File: src/rtl/pe_pkg.sv
// Shared constants, FSM state type and index-to-one-hot helper for the
// pe_req_arbiter slice.
package pe_pkg;

  localparam int N_REQ = 8;
  localparam int IDX_W = 3;

  typedef enum logic {
    ST_IDLE  = 1'b0,
    ST_GRANT = 1'b1
  } state_e;

  function automatic logic [N_REQ-1:0] onehot(input logic [IDX_W-1:0] idx);
    logic [N_REQ-1:0] v;
    v      = '0;
    v[idx] = 1'b1;
    return v;
  endfunction

endpackage

File: src/rtl/pe_prio_enc8.sv
// Combinational 8-to-3 priority encoder, bit 7 highest. gs_o flags a hit,
// eno_o flags "enabled but nothing requested".
module pe_prio_enc8
  import pe_pkg::*;
(
  input  logic [N_REQ-1:0] in_i,
  input  logic             en_i,
  output logic [IDX_W-1:0] idx_o,
  output logic             gs_o,
  output logic             eno_o
);

  always_comb begin
    idx_o = '0;
    gs_o  = 1'b0;
    eno_o = 1'b0;
    if (en_i) begin
      if (in_i == '0) begin
        eno_o = 1'b1;
      end else begin
        gs_o = 1'b1;
        // Ascending scan: the last hit, i.e. the highest set bit, wins.
        for (int i = 0; i < N_REQ; i++) begin
          if (in_i[i]) idx_o = IDX_W'(i);
        end
      end
    end
  end

endmodule

File: src/rtl/pe_req_arbiter.sv
// Eight-way latched-grant arbiter: fixed or round-robin selection, masking,
// release handshake and a hold-timeout watchdog. All outputs are registered.
module pe_req_arbiter
  import pe_pkg::*;
#(
  parameter int HOLD_MAX = 255,
  parameter int CNT_W    = 8
) (
  input  logic             wb_clk_i,
  input  logic             wb_rst_ni,
  input  logic             en_i,
  input  logic             mode_rr_i,
  input  logic [N_REQ-1:0] mask_i,
  input  logic [N_REQ-1:0] req_i,
  input  logic             done_i,
  output logic [N_REQ-1:0] gnt_o,
  output logic [IDX_W-1:0] gnt_idx_o,
  output logic             gnt_valid_o,
  output logic             idle_o,
  output logic             timeout_o
);

  state_e           state_q, state_d;
  logic [IDX_W-1:0] idx_q, idx_d;
  logic [IDX_W-1:0] ptr_q, ptr_d;
  logic [CNT_W-1:0] cnt_q, cnt_d;
  logic [N_REQ-1:0] gnt_q, gnt_d;
  logic             vld_q, vld_d;
  logic             idle_q, idle_d;
  logic             tmo_q, tmo_d;

  logic [N_REQ-1:0] elig;
  logic [N_REQ-1:0] rot_rev;
  logic [N_REQ-1:0] enc_in;
  logic [IDX_W-1:0] enc_idx;
  logic             enc_gs;
  logic             enc_eno;
  logic [IDX_W-1:0] win_idx;
  logic             at_max;
  logic             release_c;

  assign elig = req_i & ~mask_i;

  // Round-robin: rotate right by the pointer and bit-reverse, so the
  // highest-first encoder returns the lowest set bit of the rotated vector.
  always_comb begin
    rot_rev = '0;
    for (int i = 0; i < N_REQ; i++) begin
      rot_rev[N_REQ-1-i] = elig[IDX_W'(i) + ptr_q];
    end
  end

  assign enc_in  = mode_rr_i ? rot_rev : elig;
  assign win_idx = mode_rr_i ? (~enc_idx + ptr_q) : enc_idx;

  pe_prio_enc8 u_enc (
    .in_i  (enc_in),
    .en_i  (en_i),
    .idx_o (enc_idx),
    .gs_o  (enc_gs),
    .eno_o (enc_eno)
  );

  assign at_max    = (cnt_q == CNT_W'(HOLD_MAX - 1));
  assign release_c = done_i | ~req_i[idx_q] | at_max;

  always_comb begin
    state_d = state_q;
    idx_d   = idx_q;
    ptr_d   = ptr_q;
    cnt_d   = cnt_q;
    gnt_d   = gnt_q;
    vld_d   = vld_q;
    tmo_d   = 1'b0;
    case (state_q)
      ST_IDLE: begin
        if (enc_gs) begin
          state_d = ST_GRANT;
          idx_d   = win_idx;
          gnt_d   = onehot(win_idx);
          vld_d   = 1'b1;
          cnt_d   = '0;
        end
      end
      ST_GRANT: begin
        if (release_c) begin
          state_d = ST_IDLE;
          idx_d   = '0;
          gnt_d   = '0;
          vld_d   = 1'b0;
          cnt_d   = '0;
          // An owner release that coincides with the limit is not a timeout.
          tmo_d   = at_max & ~done_i;
          if (mode_rr_i) ptr_d = idx_q + IDX_W'(1);
        end else begin
          cnt_d = cnt_q + CNT_W'(1);
        end
      end
      default: state_d = ST_IDLE;
    endcase
    idle_d = (state_d == ST_IDLE) & ~enc_gs;
  end

  always_ff @(posedge wb_clk_i or negedge wb_rst_ni) begin
    if (!wb_rst_ni) begin
      state_q <= ST_IDLE;
      idx_q   <= '0;
      ptr_q   <= '0;
      cnt_q   <= '0;
      gnt_q   <= '0;
      vld_q   <= 1'b0;
      idle_q  <= 1'b1;
      tmo_q   <= 1'b0;
    end else begin
      state_q <= state_d;
      idx_q   <= idx_d;
      ptr_q   <= ptr_d;
      cnt_q   <= cnt_d;
      gnt_q   <= gnt_d;
      vld_q   <= vld_d;
      idle_q  <= idle_d;
      tmo_q   <= tmo_d;
    end
  end

  assign gnt_o       = gnt_q;
  assign gnt_idx_o   = idx_q;
  assign gnt_valid_o = vld_q;
  assign idle_o      = idle_q;
  assign timeout_o   = tmo_q;

endmodule

File: config.mk
export PLATFORM = sky130hd
export DESIGN_NAME = pe_req_arbiter
export DESIGN_NICKNAME = d
export VERILOG_FILES = /design/src/rtl/pe_pkg.sv /design/src/rtl/pe_prio_enc8.sv /design/src/rtl/pe_req_arbiter.sv
export SDC_FILE = /design/constraint.sdc
export NUM_CORES = 1
export LEC_CHECK = 0
export ABC_CLOCK_PERIOD_IN_PS = 5050
export BUFFER_PORTS_ARGS = -buffer_cell sky130_fd_sc_hd__buf_2
export CAP_MARGIN = 15
export CORE_MARGIN = 2
export CORE_UTILIZATION = 57
export DETAILED_ROUTE_END_ITERATION = 12
export PLACE_DENSITY_LB_ADDON = 0.1
export SYNTH_ARGS = -nofsm -noshare
export SYNTH_HDL_FRONTEND = slang
export SYNTH_SLANG_ARGS = --single-unit
File: constraint.sdc
create_clock -name wb_clk_i -period 5.05 [get_ports wb_clk_i]
set_input_delay 0.7575 -clock wb_clk_i [delete_from_list [all_inputs] [get_ports wb_clk_i]]
set_output_delay 0.7575 -clock wb_clk_i [all_outputs]
set_load 0.05 [all_outputs]
==> results of run 1 <==
## per-stage QoR
stage	hold WS (ps)	std cells	util [%]	power [mW]	instance area [sq um]
global route	500	307	66.5	1.43	2440
detailed placement	462	303	65.0	1.20	2380
global placement	455	303	65.0	1.20	2380
floorplan	462	227	-	1.02	2180
finish	466	307	66.5	1.34	2440
CTS	485	307	66.5	1.33	2430
## power by group through the flow
stage	sequential, mW	combinational (mW)	clock (mW)
2_1_floorplan	0.444	0.578	0
3_3_place_gp	0.345	0.850	0
3_5_place_dp	0.346	0.851	0
4_1_cts	0.342	0.852	0.136
5_1_grt	0.353	0.934	0.144
6_report	0.342	0.861	0.132
## final timing paths
kind	to	from	cells past startpoint	slack [ps]
worst max-delay path	gnt_o[5]	ptr_q[1]	16	370
worst min register to register	gnt_o[1]	gnt_o[1]	2	480
max in group asynchronous	ptr_q[1]	wb_rst_ni	1	4210
min in group wb_clk_i	gnt_o[1]	gnt_o[1]	2	480
worst max register to register	gnt_o[5]	ptr_q[1]	16	370
worst min-delay path	gnt_o[1]	wb_rst_ni	1	470
## final cells by class
cell class,instances,area [sq um]
Multi-Input combinational cell,184,1450
Fill cell,298,1220
Sequential cell,26,652
Timing Repair Buffer,36,185
Tap cell,48,60.1
Clock buffer,4,55.1
Inverter,9,33.8
## flip-flops by register name, summed over array words and instances (netlist names)
name         count
cnt_q            8
timeout_o        1
gnt_idx_o        3
idle_o           1
gnt_o            8
gnt_valid_o      1
ptr_q            3
state_q          1
## timing repair
item	CTS	global route
endpoints found under the setup margin	0	1
endpoints found under the hold margin	0	0
gates resized for setup	0	1
hold buffers	0	0
## cell families (layout without fill, tap and decap cells)
group | after synthesis | after routing | synth area share [%]
buffers and inverters | 17 | 49 | 3.51
xor gates and xnor gates | 7 | 7 | 2.82
DFF | 26 | 26 | 30.0
adders and majority gates | 7 | 7 | 4.37
AOI/OAI and AO/OA | 59 | 59 | 21.9
and+or+nand+nor | 96 | 96 | 24.5
muxes | 15 | 15 | 12.9
## routing by layer
layer / vias up / global-route usage (%) / part of all wire [%]
met2: 57 / 43.1 / 50
met3: 12 / 1.87 / 4.1
li1: 948 / - / -
met4: 0 / 9.11 / 1.5
met1: 943 / 34.5 / 44
met5: - / 0 / 0
## synth_stat cells, types with 4 or more instances
cell type and instances:
dfrtp_1 25, nand2_1 23, nor2_1 14, nand2b_1 12, nor3_1 11, nor2b_1 10
mux4_2 9, o41ai_1 9, o21ai_0 8, inv_1 7, o22ai_1 7, ha_1 6
xnor2_1 5, a21oi_1 4, nand3_1 4
==> results.py, run 1 <==
metrics = {
    "run_status": {
        "run_status": "completed",
    },
    "route": {
        "wl_microns": 5160,
        "avgRoutedWirePerCell_microns": 16.8,
        "vias": 1960,
        "vias_per_cell": 6.38,
        "drc": 0,
        "ant_nets": 0,
        "dr.first_iter.drc_count": 176,
        "dr.pass1.iters": 4,
    },
    "pwr": {
        "p_int_mw": 0.674,
        "pwr-share-comb_pct": 64.5,
        "clockPowerShare_pct": 9.9,
        "power_density_mw_per_mm2": 548,
        "ir_worst_vdd_v": 0.000322,
        "switching_share_pct": 49.5,
        "p_leak_nw": 1.06,
        "seq_power_share_pct": 25.6,
        "power_switching_mw": 0.661,
    },
    "floorplanning": {
        "core_sq_mm": 0.00366,
        "die_area_sq_mm": 0.00433,
        "dieWidth_microns": 65.8,
        "fp-row-count": 22,
        "initial_core_util_pct": 59.4,
        "die_y_microns": 65.8,
        "ioPinCount": 35,
    },
    "cts": {
        "cts_sinks": 26,
        "cts-root-buf": "clkbuf_8",
        "cts_buffer_depth": 2,
        "cts_tree": "done",
        "htreeDepth": 1,
        "post_cts_buffers": 0,
        "clkTransAtPathRegs_ps": 90,
        "clk_latency_ps": 270,
        "cts_buffers": 3,
    },
    "placement": {
        "gp_congestion": 0.901,
        "post-place-ws_ps": 407,
        "dp_hpwl_microns": 3980,
        "io_buffers": 34,
    },
    "sta": {
        "hold_violations": 0,
        "fmax_mhz": 214,
        "layout_min_cycle_time_ps": 4680,
        "rsz0062_at_grt": "no",
        "tightest_slew_ps": 656,
        "drv_slew": 0,
        "fin_skew_ps": 7.44,
        "setup_viol": 0,
        "tns_ps": 0,
        "finalCritPeriodShare_pct": 92.7,
        "relSlewSlack_pct": 55.2,
        "setup_slack_ps": 367,
    },
    "worst_setup_path": {
        "slowest_delay_ps": 440,
        "crit_required_ps": 5200,
        "critical_path_class": "reg -> reg",
        "cp-start-kind": "flip-flop",
        "critPathArrivalTime_ps": 4830,
        "worstSetupEndpointType": "flip-flop",
        "critPathTopFamily": "compound AO/OA/AOI/OAI gates",
        "crit_slowest_cell": "dfrtp_1",
        "cp_max_fo": 10,
        "worstPathCellList": "inv_1 -> ha_2 -> and4bb_2 -> o41ai_1 -> a21oi_1 -> or3_1 -> o31a_1 -> o21ai_0 -> ha_1 -> inv_1 -> fa_1 -> xnor2_1 -> nor2_1 -> or3_1 -> a211o_1 -> o41ai_1",
        "cp_num_buf_inv": 2,
    },
    "cells_and_area": {
        "antenna_cells": 0,
        "drive_above_1_share_pct": 23.6,
        "final_cell_mix": "buf_2 (34), dfrtp_1 (25), nand2_1 (23), nor2_1 (14), nand2b_1 (12)",
        "final_common_cell": "buf_2",
        "nets": 288,
        "synthToLayoutAreaGrowth_pct": 12.0,
    },
    "min_path": {
        "hold_class": "in -> async",
    },
    "yosys": {
        "synth_edf_count": 0,
        "ys_warn_count": 0,
        "synthCells": 227,
        "synthFlopType": "dfrtp_1",
        "syn-cell-area_sq_mm": 0.00218,
        "syn_area_per_cell_sq_um": 9.59,
        "yosys-top-cells-area": "dfrtp_1 (29%), mux4_2 (9.3%), nand2_1 (4.0%)",
        "synth-seq-cells": 26,
        "ys_types": 58,
        "synth_top_area_share_pct": 28.8,
        "synth_nets": 255,
        "synth_top_area_cell": "dfrtp_1",
        "synth.yosys.seq_area_share_pct": 30.0,
        "async_flop_share_pct": 100,
    },
    "run": {
        "max-cap-violations": 0,
    },
    "global_routing": {
        "grt_max_degree": 28,
        "grt_pass1_wl_microns": 8400,
        "gr-total-overflow": 0,
        "antenna_found_initial": 0,
        "grt_pass1_vias": 1859,
        "track_usage_pct": 25.5,
    },
}
No activity file was read; power rests on OpenSTA's default activity.
==> inputs of run 2 (changes only) <==
--- a/config.mk
+++ b/config.mk
@@ -8,8 +8,10 @@
 export ABC_CLOCK_PERIOD_IN_PS = 5050
 export BUFFER_PORTS_ARGS = -buffer_cell sky130_fd_sc_hd__buf_2
 export CAP_MARGIN = 15
+export CELL_PAD_IN_SITES_DETAIL_PLACEMENT = 0
+export CELL_PAD_IN_SITES_GLOBAL_PLACEMENT = 1
 export CORE_MARGIN = 2
-export CORE_UTILIZATION = 57
+export CORE_UTILIZATION = 44
 export DETAILED_ROUTE_END_ITERATION = 12
 export PLACE_DENSITY_LB_ADDON = 0.1
 export SYNTH_ARGS = -nofsm -noshare
==> run 2 against run 1 <==
Effect of this change: critical path depth is the same; hold slack gained 12 ps; cell area grew 0.77%; setup slack lost 16 ps; via count shrank 0.15%; sequential power shrank 1%; largest cell class unchanged; critical path type unchanged; highest routed layer unchanged; clock power shrank 9.8%.
==> results.py, run 2 (synthesis gave the netlist of run 1 again) <==
metrics = {
    "run_status": {
        "run_status": "completed",
    },
    "cts": {
        "clkTransAtPathRegs_ps": 90,
        "cts_buffers": 3,
        "cts_sinks": 26,
        "cts_hold_buf": 0,
        "cts-root-buf": "clkbuf_8",
        "post_cts_buffers": 0,
        "post_cts_resized": 0,
        "htreeDepth": 1,
        "clk_latency_ps": 260,
        "cts_buffer_depth": 2,
        "cts_tree": "done",
    },
    "sta": {
        "hold_violations": 0,
        "whs_ps": 478,
        "setup_slack_ps": 352,
        "finalCritPeriodShare_pct": 93.0,
        "layout_min_cycle_time_ps": 4700,
        "tightest_slew_ps": 660,
        "rsz0062_at_grt": "no",
        "relSlewSlack_pct": 54.9,
        "drv_slew": 0,
        "fin_skew_ps": 2.05,
        "setup_viol": 0,
        "fmax_mhz": 213,
        "tns_ps": 0,
    },
    "worst_setup_path": {
        "critical_path_class": "reg -> reg",
        "slowest_delay_ps": 500,
        "crit_slowest_cell": "a2111o_1",
        "crit_required_ps": 5180,
        "reg2reg_depth": 16,
        "cp_max_fo": 10,
        "worstPathCellList": "inv_1 -> ha_1 -> and4b_1 -> o41ai_2 -> a31oi_1 -> a2111o_1 -> o31a_1 -> o21ai_0 -> ha_1 -> inv_1 -> fa_1 -> xnor2_1 -> nor2_1 -> or3_1 -> a211o_1 -> o41ai_1",
        "critPathArrivalTime_ps": 4830,
        "cp-start-kind": "flip-flop",
        "worstSetupEndpointType": "flip-flop",
        "rrSetupSlack_ps": 350,
    },
    "route": {
        "avgRoutedWirePerCell_microns": 16.9,
        "dr.first_iter.drc_count": 109,
        "wl_microns": 5520,
        "routed.top_layer": "met4",
        "ant_nets": 0,
        "met3_length_microns": 152,
        "dr.pass1.iters": 4,
        "wl_met2_microns": 2750,
        "vias_per_cell": 5.98,
        "drc": 0,
        "met1_length_microns": 2550,
        "vias": 1957,
    },
    "floorplanning": {
        "fp-row-count": 25,
        "die_area_sq_mm": 0.00552,
        "core_sq_mm": 0.00475,
        "die_y_microns": 74.3,
        "initial_core_util_pct": 45.8,
        "dieWidth_microns": 74.3,
        "ioPinCount": 35,
    },
    "cells_and_area": {
        "nets": 289,
        "synthToLayoutAreaGrowth_pct": 12.8,
        "final_cell_mix": "buf_2 (34), dfrtp_1 (25), nand2_1 (23), nor2_1 (14), nand2b_1 (12)",
        "drive_above_1_share_pct": 23.1,
        "final_common_cell": "buf_2",
        "antenna_cells": 0,
    },
    "run": {
        "max-cap-violations": 0,
    },
    "global_routing": {
        "gr-total-overflow": 0,
        "grt_pass1_vias": 1887,
        "track_usage_pct": 20.9,
        "antenna_found_initial": 0,
        "grt_pass1_wl_microns": 8940,
        "grt_max_degree": 28,
    },
    "pwr": {
        "seq_power_share_pct": 25.3,
        "ir_worst_vdd_v": 0.000305,
        "clockPowerShare_pct": 8.9,
        "power_density_mw_per_mm2": 545,
        "p_leak_nw": 1.06,
        "switching_share_pct": 50.5,
        "pwr-share-comb_pct": 65.8,
        "p_int_mw": 0.662,
        "power_switching_mw": 0.675,
    },
    "placement": {
        "post-place-ws_ps": 393,
        "dp_hpwl_microns": 4330,
        "io_buffers": 34,
        "gp_congestion": 0.923,
    },
    "min_path": {
        "hold_class": "in -> async",
    },
}
==> run 2: cell count changes in the layout (fill, tap and decap cells not counted) <==
cell | before | now
clkbuf_8 | 4 | 3
ha_1 | 5 | 6
buf_4 | 2 | 3
clkbuf_1 | 0 | 1
ha_2 | 1 | 0
==> run 2: through the flow <==
| stage | total power, mW | utilization [%] | cell area [sq um] | cells |
|---|---|---|---|---|
| after floorplan | 1.02 | - | 2180 | 227 |
| after global placement | 1.22 | 50.7 | 2410 | 323 |
| after detailed placement | 1.22 | 50.7 | 2410 | 323 |
| after CTS | 1.34 | 51.6 | 2450 | 327 |
| after global routing | 1.43 | 51.6 | 2450 | 327 |
| final | 1.34 | 51.6 | 2450 | 327 |
==> run 2: per-layer routing <==
metal  vias to the layer above  global-route usage, %
met3                         6                   1.63
met1                       956                   28.0
met5                         -                      0
met2                        43                   36.0
met4                         0                   6.75
li1                        952                      -
==> run 2: final cells by class <==
| class | instances | area (sq um) |
|---|---|---|
| multi-input cells | 184 | 1450 |
| flip-flops and latches | 26 | 652 |
| fillers | 460 | 2300 |
| inverters | 9 | 33.8 |
| repair buffers | 37 | 193 |
| clock buffers | 4 | 45.0 |
| well taps | 67 | 83.8 |
==> run 2: final timing paths <==
kind | from | endpoint
setup reg to reg | ptr_q[1] | gnt_o[7]
max in group asynchronous | wb_rst_ni | idle_o
hold / removal | wb_rst_ni | cnt_q[0]
hold reg to reg | gnt_o[0] | gnt_o[0]
setup / recovery | ptr_q[1] | gnt_o[7]
min in group wb_clk_i | gnt_o[0] | gnt_o[0]
==> run 2: worst max-delay path, delay by kind of cell, from the launching register on <==
family / cells / cell delay (ps)
adder cells (fa/ha/maj): 3 / 920
buffers and inverters: 2 / 220
flip-flops: 1 / 380
AND/OR/NAND/NOR: 3 / 670
AO/OA/AOI/OAI: 7 / 2230
XOR/XNOR: 1 / 140
==> run 2: power by group through the flow <==
| stage | clock network (mW) | logic, mW | registers, mW |
|---|---|---|---|
| 3_3_place_gp | 0 | 0.878 | 0.344 |
| 6_report | 0.119 | 0.880 | 0.338 |
| 3_5_place_dp | 0 | 0.873 | 0.343 |
| 5_1_grt | 0.129 | 0.955 | 0.348 |
| 4_1_cts | 0.123 | 0.875 | 0.340 |
| 2_1_floorplan | 0 | 0.578 | 0.444 |
